===== src/rtl/nibble_add_pkg.sv =====
// ============================================================================
//  Module   : nibble_add_pkg
//  Purpose  : Shared types and sizing helpers for the nibble-serial adder.
//  Revision : 1.0 - initial release
// ============================================================================
`default_nettype none

package nibble_add_pkg;

  localparam int NIB_W = 4;

  typedef enum logic [1:0] {
    ST_IDLE = 2'd0,
    ST_RUN  = 2'd1,
    ST_DONE = 2'd2
  } state_t;

  function automatic int nib_count(input int width);
    return width / NIB_W;
  endfunction

  // Index counter width; a single-nibble operand still needs a 1-bit counter.
  function automatic int idx_width(input int width);
    int n;
    n = width / NIB_W;
    return (n > 1) ? $clog2(n) : 1;
  endfunction

endpackage

`default_nettype wire


===== src/rtl/nibble_add_slice.sv =====
// ============================================================================
//  Module   : nibble_add_slice
//  Purpose  : Combinational 4-bit ripple-carry adder slice.
//  Revision : 1.0 - initial release
// ============================================================================
`default_nettype none

module nibble_add_slice
  import nibble_add_pkg::*;
(
  input  logic [NIB_W-1:0] a,
  input  logic [NIB_W-1:0] b,
  input  logic             cin,
  output logic [NIB_W-1:0] sum,
  output logic             cout
);

  always_comb begin
    logic w_c;
    w_c  = cin;
    sum  = '0;
    for (int i = 0; i < NIB_W; i++) begin
      sum[i] = a[i] ^ b[i] ^ w_c;
      w_c    = (a[i] & b[i]) | (w_c & (a[i] ^ b[i]));
    end
    cout = w_c;
  end

endmodule

`default_nettype wire


===== src/rtl/nibble_add_sequencer.sv =====
// ============================================================================
//  Module   : nibble_add_sequencer
//  Purpose  : WIDTH-bit add/subtract built by reusing one 4-bit slice, LSB first.
//  Revision : 1.0 - initial release
// ============================================================================
`default_nettype none

module nibble_add_sequencer
  import nibble_add_pkg::*;
#(
  parameter int WIDTH = 16
) (
  input  logic             clk,
  input  logic             rst_n,
  input  logic             in_valid,
  output logic             in_ready,
  input  logic [WIDTH-1:0] a,
  input  logic [WIDTH-1:0] b,
  input  logic             c_in,
  input  logic             op_sub,
  output logic             out_valid,
  input  logic             out_ready,
  output logic [WIDTH-1:0] sum,
  output logic             c_out,
  output logic             ovf,
  output logic             busy
);

  localparam int                 c_nib      = nib_count(WIDTH);
  localparam int                 c_idx_w    = idx_width(WIDTH);
  localparam logic [c_idx_w-1:0] c_last_idx = c_idx_w'(c_nib - 1);

  state_t             r_state;
  state_t             w_state_next;
  logic [WIDTH-1:0]   r_a;
  logic [WIDTH-1:0]   r_b;
  logic [WIDTH-1:0]   r_sum;
  logic [c_idx_w-1:0] r_idx;
  logic               r_carry;
  logic               r_sign_a;
  logic               r_sign_b;
  logic               r_c_out;
  logic               r_ovf;

  logic [WIDTH-1:0]   w_b_eff;
  logic [WIDTH-1:0]   w_sum_next;
  logic [NIB_W-1:0]   w_nib_sum;
  logic               w_nib_cout;
  logic               w_accept;
  logic               w_last;

  nibble_add_slice u_slice (
    .a    (r_a[NIB_W-1:0]),
    .b    (r_b[NIB_W-1:0]),
    .cin  (r_carry),
    .sum  (w_nib_sum),
    .cout (w_nib_cout)
  );

  // Subtraction is A + ~B + 1, so the inversion happens once at capture.
  assign w_b_eff    = op_sub ? ~b : b;
  assign w_accept   = in_valid && (r_state == ST_IDLE);
  assign w_last     = (r_state == ST_RUN) && (r_idx == c_last_idx);
  assign w_sum_next = (r_sum >> NIB_W) | (WIDTH'(w_nib_sum) << (WIDTH - NIB_W));

  always_ff @(posedge clk or negedge rst_n) begin
    if (!rst_n) begin
      r_state <= ST_IDLE;
    end else begin
      r_state <= w_state_next;
    end
  end

  always_comb begin
    w_state_next = r_state;
    in_ready     = 1'b0;
    out_valid    = 1'b0;
    busy         = 1'b0;
    case (r_state)
      ST_IDLE: begin
        in_ready = 1'b1;
        if (in_valid) w_state_next = ST_RUN;
      end
      ST_RUN: begin
        busy = 1'b1;
        if (r_idx == c_last_idx) w_state_next = ST_DONE;
      end
      ST_DONE: begin
        busy      = 1'b1;
        out_valid = 1'b1;
        if (out_ready) w_state_next = ST_IDLE;
      end
      default: w_state_next = ST_IDLE;
    endcase
  end

  always_ff @(posedge clk or negedge rst_n) begin
    if (!rst_n) begin
      r_a      <= '0;
      r_b      <= '0;
      r_sum    <= '0;
      r_idx    <= '0;
      r_carry  <= 1'b0;
      r_sign_a <= 1'b0;
      r_sign_b <= 1'b0;
      r_c_out  <= 1'b0;
      r_ovf    <= 1'b0;
    end else if (w_accept) begin
      r_a      <= a;
      r_b      <= w_b_eff;
      r_carry  <= op_sub ? 1'b1 : c_in;
      r_idx    <= '0;
      r_sign_a <= a[WIDTH-1];
      r_sign_b <= w_b_eff[WIDTH-1];
    end else if (r_state == ST_RUN) begin
      r_sum   <= w_sum_next;
      r_a     <= r_a >> NIB_W;
      r_b     <= r_b >> NIB_W;
      r_carry <= w_nib_cout;
      r_idx   <= r_idx + c_idx_w'(1);
      // The last slice nibble is the result MSB nibble, so flags come straight off it.
      if (w_last) begin
        r_c_out <= w_nib_cout;
        r_ovf   <= (r_sign_a == r_sign_b) && (w_nib_sum[NIB_W-1] != r_sign_a);
      end
    end
  end

  assign sum   = r_sum;
  assign c_out = r_c_out;
  assign ovf   = r_ovf;

endmodule

`default_nettype wire


===== config.mk =====
export PLATFORM = sky130hd
export DESIGN_NAME = nibble_add_sequencer
export DESIGN_NICKNAME = d
export VERILOG_FILES = /design/src/rtl/nibble_add_pkg.sv /design/src/rtl/nibble_add_slice.sv /design/src/rtl/nibble_add_sequencer.sv
export SDC_FILE = /design/constraint.sdc
export NUM_CORES = 1
export LEC_CHECK = 0
export CORE_MARGIN = 3
export CORE_UTILIZATION = 50
export CTS_CLUSTER_DIAMETER = 60
export CTS_CLUSTER_SIZE = 16
export DETAILED_ROUTE_END_ITERATION = 16
export GPL_TIMING_DRIVEN = 0
export HOLD_SLACK_MARGIN = 0.02
export PLACE_DENSITY = 0.81
export SETUP_SLACK_MARGIN = 0.4
export SLEW_MARGIN = 10
export SYNTH_ARGS = -nofsm -noshare
export SYNTH_HDL_FRONTEND = slang
export SYNTH_HIERARCHICAL = 1
export SYNTH_SLANG_ARGS = --single-unit
export TNS_END_PERCENT = 50

===== constraint.sdc =====
create_clock -name clk -period 2.75 [get_ports clk]
set_input_delay 0.55 -clock clk [delete_from_list [all_inputs] [get_ports clk]]
set_output_delay 0.55 -clock clk [all_outputs]
set_load 0.02 [all_outputs]

==> metrics.cfg <==
[timing]
rsz0062_at_grt = yes
fin_worst_skew_ns = 0.00692
fin_crit_ns = 2.45
hold_viol_final = 0
relSlewSlack = 0.661
final_max_slew_viol_count = 0
finalSetupViolCount = 0
worstMarginPinSlew_ns = 0.508
fmax_mhz = 409
layout_worst_path_cycle_share = 0.890

[floorplanning]
die_w_um = 79.9
ios = 59
start_util = 0.525
core_area_um2 = 5200
rows = 26
die_h_um = 79.9
die_area_um2 = 6390

[cts]
cts_buffers = 9
cts_buffer_depth = 2
cts_num_sinks = 57
cts_tree = yes
clock-root-buffer = clkbuf_8
htree_num_levels = 3
clock_latency_ns = 0.33
clk_pin_slew_ns = 0.06

[pwr]
p_int_mw = 2.66
p_switching_mw = 1.57
p_clk_frac = 0.162
combPwrFrac = 0.480
p_sw_frac = 0.371
ir_drop_v = 0.000572
power.density_nw_per_um2 = 1180
total_power_mw = 4.24
leakage_nw = 1.61
seq_power_share = 0.358

[setup_path]
crit_path_max_fanout = 3
crit_type = reg -> reg
worstPathRequired_ns = 2.97
cp-end-kind = register
worstSetupStartpointType = register
worstPathArrival_ns = 2.66

[hold_path]
hp-class = in -> async

[final_layout]
nNetsFinal = 360
area_growth_pct = 31.7
fill_cells = 422
register_area_um2 = 1430
antenna_cells = 0
final_area_um2 = 3600
drive_gt1_frac = 0.164
multiInputGateArea_um2 = 1180

[drt]
ant_nets = 0
drc_errors = 0
drtIter0Drc = 47
avgRoutedWirePerCell_um = 14.3
viasPerCell = 5.14
wirelength_um = 5540
dr.pass1.iters = 4
num_vias = 1994

[logic_synthesis]
synth.top_cells.by_area = dfrtp_1 (52%), mux2i_1 (9.5%), mux2_2 (8.2%)
synth_top_area_cell = dfrtp_1
synth_warnings = 6
syn-cell-area_um2 = 2730
syn_nets = 289
syn_avg_cell_area_um2 = 11.3
synth_seq_area_share = 0.522
synth_top_area_frac = 0.522
ys_seq_elements = 57
synthCells = 242
synth_cell_types = 23

[flow_run]
maxCapViolations = 0

[global_routing]
grt_overflow = 0
grt_pass1_vias = 1985
track_usage = 0.191
antenna_found_initial = 0
grt_pass1_wl_um = 9210
grt_max_degree = 38

[place]
place.gp.congestion = 0.801
dp_hpwl_um = 4130
port-buffer-count = 57
place_area_um2 = 3410

[run_status]
run_status = completed

layout make-up:
| class | count | area share |
|---|---|---|
| flip-flops and latches | 57 | 0.396 |
| multi-input cells | 155 | 0.328 |
| repair buffers | 60 | 0.167 |
| clock buffers | 13 | 0.0442 |
| well taps | 70 | 0.0243 |
| plain buffers | 15 | 0.0209 |
| inverters | 15 | 0.0156 |
| clock inverters | 3 | 0.00417 |
sequential cells by signal, indices dropped and copies added (netlist names):
| register | count |
|---|---|
| r_a | 16 |
| r_b | 16 |
| sum | 16 |
| r_idx | 2 |
| r_state | 2 |
| c_out | 1 |
| ovf | 1 |
| r_carry | 1 |
| r_sign_a | 1 |
| r_sign_b | 1 |
final timing paths:
check,start,end,slack (ns),cells after the start
setup reg to reg,r_b[0],ovf,0.30,10
min in group clk,sum[0],sum[0],0.50,1
hold / removal,rst_n,sum[10],0.17,1
hold reg to reg,sum[0],sum[0],0.50,1
setup / recovery,r_b[0],ovf,0.30,10
max in group asynchronous,rst_n,r_b[14],2.02,2
logic make-up after synthesis:
family          share of synthesized area
flops                               0.522
compound gates                     0.0609
simple gates                       0.0843
xor+xnor                           0.0545
buf+inv                            0.0481
mux                                 0.178
fa+ha+maj                          0.0522
per-layer routing:
layer	wire length [um]	global-route usage	vias to the layer above
li1	-	-	945
met2	2720	0.302	62
met5	0	0	-
met1	2420	0.248	977
met3	312	0.0463	10
met4	87	0.0845	0
through the flow:
stage	setup TNS, ns	setup WS (ns)	utilization	hold WS, ns	cells
4_1_cts	0	0.290	0.691	0.177	388
3_3_place_gp	-32.41	-0.572	0.652	0.482	369
5_1_grt	0	0.234	0.691	0.203	388
3_5_place_dp	0	0.197	0.655	0.491	370
6_report	0	0.303	0.691	0.174	388
2_1_floorplan	0	0.417	-	0.254	242
cells in the final DEF, fill, tap and decap left out:
cell type        synthesis  layout
clkbuf_4                 1       1
dfrtp_1                 57      57
fa_2                     0       2
inv_2                    0       3
nor2_1                   2       2
buf_4                    2       4
mux2_2                  20      20
nand3b_1                 8       8
mux2i_1                 26      26
o22ai_1                  1       1
a222oi_1                 1       1
xnor2_1                  5       5
ha_1                     5       5
clkinv_2                 0       3
clkdlybuf4s50_1          0      56
clkbuf_1                 6       8
nand2_1                 37      37
fa_1                     4       2
buf_2                    6       7
and3_1                   1       1
nor3_1                   1       1
clkbuf_8                 0      11
and2_1                   1       1
inv_1                   15      12
o21ai_0                 29      29
xor2_1                  12      12
a21oi_1                  1       1
nand2b_1                 1       1
buf_12                   0       1
synth_stat cells:
cell / n
nand3b_1: 8
mux2i_1: 26
fa_1: 4
buf_2: 6
clkbuf_1: 6
xnor2_1: 5
a21oi_1: 1
clkbuf_4: 1
ha_1: 5
mux2_2: 20
o21ai_0: 29
xor2_1: 12
inv_1: 15
and3_1: 1
nor3_1: 1
nor2_1: 2
o22ai_1: 1
and2_1: 1
nand2b_1: 1
buf_4: 2
a222oi_1: 1
dfrtp_1: 57
nand2_1: 37
power groups by stage:
| stage | logic, mW | registers (mW) | clock network (mW) |
|---|---|---|---|
| 4_1_cts | 2.05 | 1.52 | 0.699 |
| 6_report | 2.03 | 1.52 | 0.686 |
| 3_5_place_dp | 1.98 | 1.53 | 0 |
| 2_1_floorplan | 1.17 | 1.62 | 0 |
| 3_3_place_gp | 1.91 | 1.51 | 0 |
| 5_1_grt | 2.25 | 1.58 | 0.742 |
critical path, stage by stage, from the launching register on:
cell and delay [ns]:
dfrtp_1 0.41, fa_2 0.39, inv_2 0.06, fa_1 0.15
inv_1 0.06, fa_2 0.34, inv_2 0.06, fa_1 0.42
inv_2 0.09, o22ai_1 0.09, mux2_2 0.27
repair_timing:
action,in CTS,in global routing
pin swaps,0,2
resized for setup,2,2
cloned,0,0
hold buffers,0,0
endpoints found under the setup margin,1,3
buffers inserted,2,0
Note: power is estimated with default switching activity, not from simulation.
